**config.mk**
```make
export PLATFORM = sky130hd
export DESIGN_NAME = arm_multicycle_ctrl
export DESIGN_NICKNAME = d
export VERILOG_FILES = /design/src/rtl/arm_ctrl_pkg.sv /design/src/rtl/arm_cond_logic.sv /design/src/rtl/arm_multicycle_ctrl.sv
export SDC_FILE = /design/constraint.sdc
export NUM_CORES = 1
export LEC_CHECK = 0
export ABC_AREA = 1
export CAP_MARGIN = 20
export CORE_UTILIZATION = 32
export CTS_CLUSTER_DIAMETER = 30
export DETAILED_ROUTE_END_ITERATION = 8
export PLACE_DENSITY = 0.77
export SYNTH_ARGS = -nofsm -noshare
export SYNTH_HDL_FRONTEND = slang
export SYNTH_SLANG_ARGS = --single-unit
```
**constraint.sdc**
```tcl
create_clock -name clk -period 1.1 [get_ports clk]
set_input_delay 0.165 -clock clk [delete_from_list [all_inputs] [get_ports clk]]
set_output_delay 0.165 -clock clk [all_outputs]
set_load 0.01 [all_outputs]
```
**src/rtl/arm_ctrl_pkg.sv**
```systemverilog
// rtl/arm_ctrl_pkg.sv - shared encodings for the ARM-subset multicycle controller
// Contents: FSM state enum, Op/OpCode/Cond constants, datapath select encodings,
// and small decode helpers used by the controller FSM.
package arm_ctrl_pkg;

    typedef enum logic [3:0] {
        S_FETCH  = 4'd0,
        S_DECODE = 4'd1,
        S_EXECR  = 4'd2,
        S_EXECI  = 4'd3,
        S_ALUWB  = 4'd4,
        S_MEMADR = 4'd5,
        S_MEMRD  = 4'd6,
        S_MEMWB  = 4'd7,
        S_MEMWR  = 4'd8,
        S_LINK   = 4'd9,
        S_BRANCH = 4'd10
    } state_t;

    localparam logic [1:0] OP_DP  = 2'b00;
    localparam logic [1:0] OP_MEM = 2'b01;
    localparam logic [1:0] OP_BR  = 2'b10;

    localparam logic [3:0] OPC_AND = 4'b0000;
    localparam logic [3:0] OPC_SUB = 4'b0010;
    localparam logic [3:0] OPC_ADD = 4'b0100;
    localparam logic [3:0] OPC_CMP = 4'b1010;
    localparam logic [3:0] OPC_ORR = 4'b1100;
    localparam logic [3:0] OPC_MOV = 4'b1101;

    localparam logic [3:0] COND_EQ = 4'h0;
    localparam logic [3:0] COND_NE = 4'h1;
    localparam logic [3:0] COND_CS = 4'h2;
    localparam logic [3:0] COND_CC = 4'h3;
    localparam logic [3:0] COND_MI = 4'h4;
    localparam logic [3:0] COND_PL = 4'h5;
    localparam logic [3:0] COND_VS = 4'h6;
    localparam logic [3:0] COND_VC = 4'h7;
    localparam logic [3:0] COND_HI = 4'h8;
    localparam logic [3:0] COND_LS = 4'h9;
    localparam logic [3:0] COND_GE = 4'hA;
    localparam logic [3:0] COND_LT = 4'hB;
    localparam logic [3:0] COND_GT = 4'hC;
    localparam logic [3:0] COND_LE = 4'hD;
    localparam logic [3:0] COND_AL = 4'hE;

    localparam logic [2:0] ALU_ADD   = 3'b000;
    localparam logic [2:0] ALU_SUB   = 3'b001;
    localparam logic [2:0] ALU_AND   = 3'b010;
    localparam logic [2:0] ALU_ORR   = 3'b011;
    localparam logic [2:0] ALU_PASSB = 3'b100;

    localparam logic [1:0] RES_ALUOUT    = 2'b00;
    localparam logic [1:0] RES_DATA      = 2'b01;
    localparam logic [1:0] RES_ALURESULT = 2'b10;
    localparam logic [1:0] RES_PC        = 2'b11;

    localparam logic [1:0] SRCB_RD2  = 2'b00;
    localparam logic [1:0] SRCB_IMM  = 2'b01;
    localparam logic [1:0] SRCB_FOUR = 2'b10;

    localparam logic [1:0] IMM_8  = 2'b00;
    localparam logic [1:0] IMM_12 = 2'b01;
    localparam logic [1:0] IMM_24 = 2'b10;

    function automatic logic opcode_supported(input logic [3:0] opc);
        return (opc == OPC_ADD) || (opc == OPC_SUB) || (opc == OPC_AND) ||
               (opc == OPC_ORR) || (opc == OPC_MOV) || (opc == OPC_CMP);
    endfunction

    function automatic logic [2:0] alu_op(input logic [3:0] opc);
        case (opc)
            OPC_SUB, OPC_CMP: return ALU_SUB;
            OPC_AND:          return ALU_AND;
            OPC_ORR:          return ALU_ORR;
            OPC_MOV:          return ALU_PASSB;
            default:          return ALU_ADD;
        endcase
    endfunction

endpackage

```
**src/rtl/arm_cond_logic.sv**
```systemverilog
// rtl/arm_cond_logic.sv - NZCV flag register and condition-code evaluation
// Ports: clk, reset (sync, active-high); cond = Instr[31:28]; alu_flags = ALU NZCV;
// flag_write_nz / flag_write_cv = load enables for {N,Z} and {C,V};
// flags = registered NZCV; cond_ex = instruction passes its condition.
module arm_cond_logic
    import arm_ctrl_pkg::*;
(
    input  logic       clk,
    input  logic       reset,
    input  logic [3:0] cond,
    input  logic [3:0] alu_flags,
    input  logic       flag_write_nz,
    input  logic       flag_write_cv,
    output logic [3:0] flags,
    output logic       cond_ex
);

    logic n, z, c, v;
    assign {n, z, c, v} = flags;

    always_ff @(posedge clk) begin
        if (reset) begin
            flags <= 4'b0000;
        end else begin
            if (flag_write_nz) flags[3:2] <= alu_flags[3:2];
            if (flag_write_cv) flags[1:0] <= alu_flags[1:0];
        end
    end

    always_comb begin
        cond_ex = 1'b0;
        case (cond)
            COND_EQ: cond_ex = z;
            COND_NE: cond_ex = ~z;
            COND_CS: cond_ex = c;
            COND_CC: cond_ex = ~c;
            COND_MI: cond_ex = n;
            COND_PL: cond_ex = ~n;
            COND_VS: cond_ex = v;
            COND_VC: cond_ex = ~v;
            COND_HI: cond_ex = c & ~z;
            COND_LS: cond_ex = ~c | z;
            COND_GE: cond_ex = (n == v);
            COND_LT: cond_ex = (n != v);
            COND_GT: cond_ex = ~z & (n == v);
            COND_LE: cond_ex = z | (n != v);
            COND_AL: cond_ex = 1'b1;
            default: cond_ex = 1'b0;   // 1111 never executes
        endcase
    end

endmodule

```
**src/rtl/arm_multicycle_ctrl.sv**
```systemverilog
// rtl/arm_multicycle_ctrl.sv - multicycle Moore FSM controller for the ARM-subset core
// Ports: clk, reset (sync, active-high); Instr = IR; ALUFlags = ALU NZCV; MemReady = memory
// handshake. Outputs drive the multicycle datapath enables/muxes; Flags = NZCV register;
// State = current FSM state for debug.
module arm_multicycle_ctrl
    import arm_ctrl_pkg::*;
#(
    parameter bit WAIT_MEM  = 1'b1,
    parameter int ALUCTRL_W = 3,
    parameter int LINK_REG  = 14
) (
    input  logic                 clk,
    input  logic                 reset,
    input  logic [31:0]          Instr,
    input  logic [3:0]           ALUFlags,
    input  logic                 MemReady,
    output logic                 PCWrite,
    output logic                 AdrSrc,
    output logic                 MemWrite,
    output logic                 IRWrite,
    output logic [1:0]           ResultSrc,
    output logic [ALUCTRL_W-1:0] ALUControl,
    output logic                 ALUSrcA,
    output logic [1:0]           ALUSrcB,
    output logic [1:0]           ImmSrc,
    output logic                 RegWrite,
    output logic [1:0]           RegSrc,
    output logic                 LinkWrite,
    output logic [3:0]           Flags,
    output logic [3:0]           State
);

    state_t state, next_state;

    logic [3:0] cond, opcode;
    logic [1:0] op;
    logic       imm_bit, s_bit, up_bit, link_bit;
    assign cond     = Instr[31:28];
    assign op       = Instr[27:26];
    assign imm_bit  = Instr[25];
    assign opcode   = Instr[24:21];
    assign link_bit = Instr[24];
    assign up_bit   = Instr[23];
    assign s_bit    = Instr[20];   // also the L bit for memory ops

    // LinkWrite steers WA3 to LINK_REG inside the datapath; the index is not decoded here.
    logic unused_bits;
    assign unused_bits = ^{Instr[19:0], 4'(LINK_REG)};

    logic mem_ready;
    assign mem_ready = WAIT_MEM ? MemReady : 1'b1;

    logic       cond_ex, flag_write_nz, flag_write_cv, is_cmp;
    logic [2:0] alu_ctrl;
    assign is_cmp = (opcode == OPC_CMP);

    arm_cond_logic u_cond_logic (
        .clk           (clk),
        .reset         (reset),
        .cond          (cond),
        .alu_flags     (ALUFlags),
        .flag_write_nz (flag_write_nz),
        .flag_write_cv (flag_write_cv),
        .flags         (Flags),
        .cond_ex       (cond_ex)
    );

    always_ff @(posedge clk) begin
        if (reset) state <= S_FETCH;
        else       state <= next_state;
    end

    always_comb begin
        next_state    = state;
        PCWrite       = 1'b0;
        AdrSrc        = 1'b0;
        MemWrite      = 1'b0;
        IRWrite       = 1'b0;
        ResultSrc     = RES_ALUOUT;
        alu_ctrl      = ALU_ADD;
        ALUSrcA       = 1'b0;
        ALUSrcB       = SRCB_RD2;
        ImmSrc        = IMM_8;
        RegWrite      = 1'b0;
        RegSrc        = 2'b00;
        LinkWrite     = 1'b0;
        flag_write_nz = 1'b0;
        flag_write_cv = 1'b0;

        case (state)
            S_FETCH: begin
                ALUSrcA   = 1'b1;
                ALUSrcB   = SRCB_FOUR;
                ResultSrc = RES_ALURESULT;
                IRWrite   = mem_ready;
                PCWrite   = mem_ready;
                if (mem_ready) next_state = S_DECODE;
            end
            S_DECODE: begin
                // PC already advanced, so PC+4 here is PC+8 and readable as R15
                ALUSrcA    = 1'b1;
                ALUSrcB    = SRCB_FOUR;
                next_state = S_FETCH;
                if (cond_ex) begin
                    case (op)
                        OP_DP:   if (opcode_supported(opcode))
                                     next_state = imm_bit ? S_EXECI : S_EXECR;
                        OP_MEM:  next_state = S_MEMADR;
                        OP_BR:   next_state = link_bit ? S_LINK : S_BRANCH;
                        default: next_state = S_FETCH;
                    endcase
                end
            end
            S_EXECR, S_EXECI: begin
                alu_ctrl = alu_op(opcode);
                if (state == S_EXECI) begin
                    ALUSrcB = SRCB_IMM;
                    ImmSrc  = IMM_8;
                end
                // Logical ops keep the old carry/overflow
                flag_write_nz = s_bit | is_cmp;
                flag_write_cv = (s_bit | is_cmp) &
                                ((opcode == OPC_ADD) | (opcode == OPC_SUB) | is_cmp);
                next_state    = is_cmp ? S_FETCH : S_ALUWB;
            end
            S_ALUWB: begin
                ResultSrc  = RES_ALUOUT;
                RegWrite   = 1'b1;
                next_state = S_FETCH;
            end
            S_MEMADR: begin
                ALUSrcB    = SRCB_IMM;
                ImmSrc     = IMM_12;
                alu_ctrl   = up_bit ? ALU_ADD : ALU_SUB;
                next_state = s_bit ? S_MEMRD : S_MEMWR;
            end
            S_MEMRD: begin
                AdrSrc = 1'b1;
                if (mem_ready) next_state = S_MEMWB;
            end
            S_MEMWB: begin
                ResultSrc  = RES_DATA;
                RegWrite   = 1'b1;
                next_state = S_FETCH;
            end
            S_MEMWR: begin
                AdrSrc   = 1'b1;
                RegSrc   = 2'b10;
                MemWrite = 1'b1;
                if (mem_ready) next_state = S_FETCH;
            end
            S_LINK: begin
                ResultSrc  = RES_PC;
                RegWrite   = 1'b1;
                LinkWrite  = 1'b1;
                next_state = S_BRANCH;
            end
            S_BRANCH: begin
                RegSrc     = 2'b01;
                ALUSrcB    = SRCB_IMM;
                ImmSrc     = IMM_24;
                ResultSrc  = RES_ALURESULT;
                PCWrite    = 1'b1;
                next_state = S_FETCH;
            end
            default: next_state = S_FETCH;
        endcase

        // Nothing may be written while reset is held, including a pending flag load
        if (reset) begin
            PCWrite       = 1'b0;
            MemWrite      = 1'b0;
            IRWrite       = 1'b0;
            RegWrite      = 1'b0;
            LinkWrite     = 1'b0;
            flag_write_nz = 1'b0;
            flag_write_cv = 1'b0;
        end
    end

    assign ALUControl = ALUCTRL_W'(alu_ctrl);
    assign State      = state;

endmodule

```
# == Yosys cells after proc, flatten, opt, wreduce, memory -nomap -nowiden ==
# Cells that the tools add are included.
# W data, S select, Z words.
# word_totals
register_bits,8
in_bits,39
out_inout_bits,26
wordCells,104
# classes
eq_ne,36
muxes,36
bitwise,12
reduce_logical,17
# op_table
op,count
$eq A4 B4 Y1 const B,13
$eq A4 B3 Y1 const B,9
$pmux W4 S7,1
$eq A4 B2 Y1 const B,5
$mux W4,5
$mux W1,18
$pmux W1 S15,1
$logic_not A4 Y1,3
$pmux W2 S3,2
$pmux W3 S4,1
$pmux W4 S3,1
$reduce_or A2 Y1,6
$eq A4 B1 Y1 const B,2
$pmux W2 S2,2
$ne A2 B2 Y1 const B,3
$pmux W3 S2,1
$logic_or A1 B1 Y1,5
$or A1 B1 Y1,5
$mux W2,2
$not A1 Y1,4
$and A1 B1 Y1,3
$mux W3,1
$reduce_and A3 Y1,1
$reduce_or A3 Y1,1
6 further kinds,6

# == Longest topological paths before layout ==
# depth
ltp_word,10
ltp_mapped,13
mapped_depth_nobuf,13

# == Hierarchy ==
# Synthesis repeated with hierarchy kept, for this count alone.
# hier_totals
cells_unflattened,169
area_unflattened_um2,919.6
# modules_own_cells
mod,n_inst,cells_each,area_each_um2,seq_area_each_um2
arm_multicycle_ctrl,1,104,571.8,80.1
arm_cond_logic,1,65,347.8,80.1

# == Worst setup path before layout ==
# OpenSTA, ideal clock, no wires.
# synth_timing
path_kind,register to output
from,reg state[1] (netlist: State[1])
to,out PCWrite
arrival_ns,1.239
required_time_ns,0.935
setup_slack_ns,-0.304
path_stages_with_launch,7
n_path_buf,0
cell_sequence,dfxtp_1 -> inv_1 -> nor2_1 -> inv_1 -> nor2_1 -> inv_1 -> a21oi_1
# synth_via
elab_chain_len,3
word_cells_on_any_way,4
classes_between,eq/ne (1); mux (2); reduce/logical (1)
# synth_lines
item,line,source
start: declaration,arm_multicycle_ctrl.sv:33,"state_t state, next_state;"
start signal: assignment,arm_multicycle_ctrl.sv:70,else state <= next_state;
$eq A4 B4 Y1 / $logic_not A4 Y1 (equally long branches),arm_multicycle_ctrl.sv:90,case (state)
$pmux W1 S2 (*),arm_multicycle_ctrl.sv:90,
$mux W1 (*),arm_multicycle_ctrl.sv:170,if (reset) begin
end: declaration,arm_multicycle_ctrl.sv:17,"output logic PCWrite,"
# Every way passes the cells marked *; elsewhere a longest branch is shown, timed or not.

# == Worst setup path after layout ==
# layout_timing
from,reg state[0] (netlist: State[0])
to,out PCWrite
# The elaborated chain is that of the path after synthesis.

==> flow_metrics.env <==
export IMPL_status="finished with violations"
export IMPL_violations="negative setup slack"
export IMPL_pwr_share_comb_pct=50.1
export IMPL_cts_tree="built"
export IMPL_power_w=0.001087
export IMPL_p_sw_share_pct=37.93
export IMPL_setup_slack_ps=-432.3
export IMPL_syn_area_per_cell_um2=5.365
export IMPL_ir_drop_uv=553.3
export IMPL_core_mm2=0.002781
export IMPL_fmax_ghz=0.6526
export IMPL_grt_pass1_vias=1388
export IMPL_crit_arrival_ps=1370
export IMPL_layout_nets=314
export IMPL_vias_per_cell=4.780
export IMPL_holdWs_ps=480.5
export IMPL_drive_gt1_share_pct=56.04
export IMPL_startpoint_type="flop"
export IMPL_fin_area_mm2=0.002016
export IMPL_post_route_period_util_pct=139.3
export IMPL_r2r_slack_ps=-360
export IMPL_crit_path_start="State[0]"
export IMPL_pwr_density_cell_mw_per_mm2=539.2
export IMPL_finClkSkew_ps=8.046
export IMPL_syn_nets=216
export IMPL_period_needed_ps=1532
export IMPL_max_slew_margin_pct=84.15
export IMPL_cp_max_fo=4
export IMPL_pwr_share_clk_pct=21.9
export IMPL_grt_antenna_before_repair=0
export IMPL_yosysWarnings=0
export IMPL_drtAntennaViolNets=0
export IMPL_tns_ps=-8170
export IMPL_report_final_setup_viol=27
export IMPL_cts_root_buf="clkbuf_4"
export IMPL_max_cap_violations=0
export IMPL_hp_class="in2reg"
export IMPL_switching_power_w=0.0004122
export IMPL_pre_cts_ws_ps=-733.0
export IMPL_critPathKind="reg2out"
export IMPL_gp_congestion=0.9007
export IMPL_grt_use_total_pct=22.83
export IMPL_wl_per_cell_um=12.32
export IMPL_reg2reg_depth=10
export IMPL_dieArea_mm2=0.003189
export IMPL_drt_first_iter_violations=32
export IMPL_area_growth_pct=112.3
export IMPL_r2r_end="State[1]"
export IMPL_synth_cells=177
export IMPL_hpwl_um=2687
export IMPL_syn_area_um2=949.7
export IMPL_yosysUniqueCellTypes=25
export IMPL_clk_pin_slew_ps=60
export IMPL_gr_total_overflow=0
export IMPL_intPower_w=0.0006747
export IMPL_cp_endpoint="PCWrite"
export IMPL_cp_end_kind="output port"
export IMPL_first_pass_iters=5
export IMPL_grt_pass1_wl_um=5837
export IMPL_cts_sinks=8
export IMPL_antenna_cells=0
export IMPL_wl_um=3745
export IMPL_start_util_pct=34.14
export IMPL_worst_pin_slew_ps=234.1
export IMPL_ios=65
export IMPL_p_leak_nw=0.9955
export IMPL_ys_seq_area_share_pct=16.86
export IMPL_die_w_um=56.48
export IMPL_grt_setup_unrepaired="true"
export IMPL_io_buffer_count=44
export IMPL_cts_inserted_buffers=3
export IMPL_r2r_start="State[0]"
export IMPL_placed_cell_area_mm2=0.001832
export IMPL_grt_max_degree=7
export IMPL_maxSlewViolCount=0
export IMPL_via_count=1453
export IMPL_synth_seq_cells=8
export IMPL_hold_viol=0
export IMPL_drc=0
export IMPL_htreeDepth=1
export IMPL_clk_latency_ps=260
export IMPL_num_rows=19
export IMPL_required_ps=940
export IMPL_die_height_um=56.48
export IMPL_seqPwrFrac_pct=28.0
export IMPL_clk_path_buf_depth=2
[placed cells by master (no fill, tap or decap)]
cell type / netlist / final
a211oi_2: 0 / 1
a21oi_1: 7 / 4
a21oi_2: 1 / 4
a21oi_4: 2 / 2
buf_2: 0 / 15
buf_4: 0 / 39
buf_6: 0 / 16
clkbuf_4: 0 / 3
clkdlybuf4s15_2: 0 / 2
clkdlybuf4s50_1: 0 / 10
clkinv_1: 1 / 1
dfxtp_2: 0 / 2
dfxtp_4: 0 / 6
dlygate4sd2_1: 0 / 12
inv_1: 27 / 16
inv_2: 6 / 12
inv_4: 0 / 5
nand2_1: 48 / 40
nand2_2: 5 / 12
nand2_4: 1 / 2
nand3_1: 14 / 10
nand3_2: 1 / 4
nand3_4: 0 / 1
nand3b_1: 1 / 1
nand4_1: 2 / 2
nor2_1: 32 / 16
nor2_2: 6 / 12
nor2_4: 2 / 12
o21ai_1: 3 / 4
o21ai_2: 0 / 1
o2bb2ai_4: 0 / 1
o311ai_1: 0 / 1
o31ai_1: 3 / 2
o31ai_4: 0 / 1
or2_1: 1 / 1
[worst max-delay path, cell delays in order, from the launching register on]
cell     delay [ps]
dfxtp_4         360
buf_4           140
nor2_4           80
inv_2            80
nor2_4          120
inv_2            60
a21oi_2         130
buf_2           150
[power groups by stage]
stage / sequential [W] / combinational [W] / clock (W)
after detailed placement: 0.000309 / 0.000486 / 0
after floorplan: 0.000310 / 0.000226 / 0
after global routing: 0.000305 / 0.000587 / 0.000256
final: 0.000304 / 0.000545 / 0.000238
after CTS: 0.000305 / 0.000485 / 0.000236
after global placement: 0.000308 / 0.000481 / 0
[Yosys cell counts]
cell / count / area (um2)
nand4_1: 2 / 12.51
o31ai_1: 3 / 22.52
nand2_2: 5 / 31.28
nand3_2: 1 / 10.01
a21oi_2: 1 / 8.760
clkinv_1: 1 / 3.750
o2bb2ai_1: 1 / 8.760
clkbuf_1: 1 / 3.750
inv_1: 27 / 101.4
nor2_4: 2 / 22.52
o311ai_0: 1 / 8.760
or2_1: 1 / 6.260
dfxtp_1: 8 / 160.2
a21oi_1: 7 / 35.03
a21oi_4: 2 / 32.53
nor2_1: 32 / 120.1
o21ai_0: 2 / 10.01
nor2_2: 6 / 37.54
nand3_1: 14 / 70.07
nand2_4: 1 / 11.26
nand2_1: 48 / 180.2
a211oi_1: 1 / 7.510
inv_2: 6 / 22.52
o21ai_1: 3 / 15.01
nand3b_1: 1 / 7.510
[routing by layer]
| layer | global-route usage [%] | vias to the layer above | share of wire [%] | wire length [um] |
|---|---|---|---|---|
| met3 | 1.382 | 6 | 3.7 | 138 |
| met2 | 40.50 | 44 | 51 | 1901 |
| met4 | 7.666 | 0 | 2.1 | 77 |
| met5 | 0 | - | 0 | 0 |
| li1 | - | 746 | - | - |
| met1 | 29.03 | 657 | 43 | 1627 |
[cells by family (layout without fill, tap and decap cells)]
kind of cell | count (synthesis) | in the layout | share of synthesized area (%)
AND/OR/NAND/NOR | 113 | 113 | 53.62
buffers and inverters | 35 | 131 | 13.83
AO/OA/AOI/OAI | 21 | 21 | 15.68
flip-flops | 8 | 8 | 16.86
[layout make-up]
type	count	area (um2)
Multi-Input combinational cell	134	853.3
Timing Repair Buffer	94	775.7
Fill cell	208	765.7
Sequential cell	8	185.2
Inverter	34	140.1
Tap cell	31	38.79
Clock buffer	3	22.52
[stage by stage]
stage,util (%),std cells
floorplan,-,177
global placement,65.86,290
detailed placement,65.86,290
CTS,68.60,298
global route,72.47,304
finish,72.47,304
[how the worst min path moves through the flow]
stage                                startpoint               endpoint  depth (start not counted)
after floorplan                           reset  u_cond_logic.flags[0]                          1
after global placement    u_cond_logic.flags[2]  u_cond_logic.flags[2]                          2
after detailed placement  u_cond_logic.flags[2]  u_cond_logic.flags[2]                          2
after CTS                           ALUFlags[0]  u_cond_logic.flags[0]                          3
after global routing                ALUFlags[1]  u_cond_logic.flags[1]                          3
final                               ALUFlags[1]  u_cond_logic.flags[1]                          3
[flip-flops by register name, summed over array words and instances (netlist names)]
signal              cells
u_cond_logic.flags      4
State                   4
[repair_timing]
item                                    4_1_cts  5_1_grt
endpoints found under the setup margin       34       29
hold buffers                                  0        0
resized for setup                           138       17
buffers inserted                              6        6
pin swaps                                    20       14
Note: power is estimated with default switching activity, not from simulation.
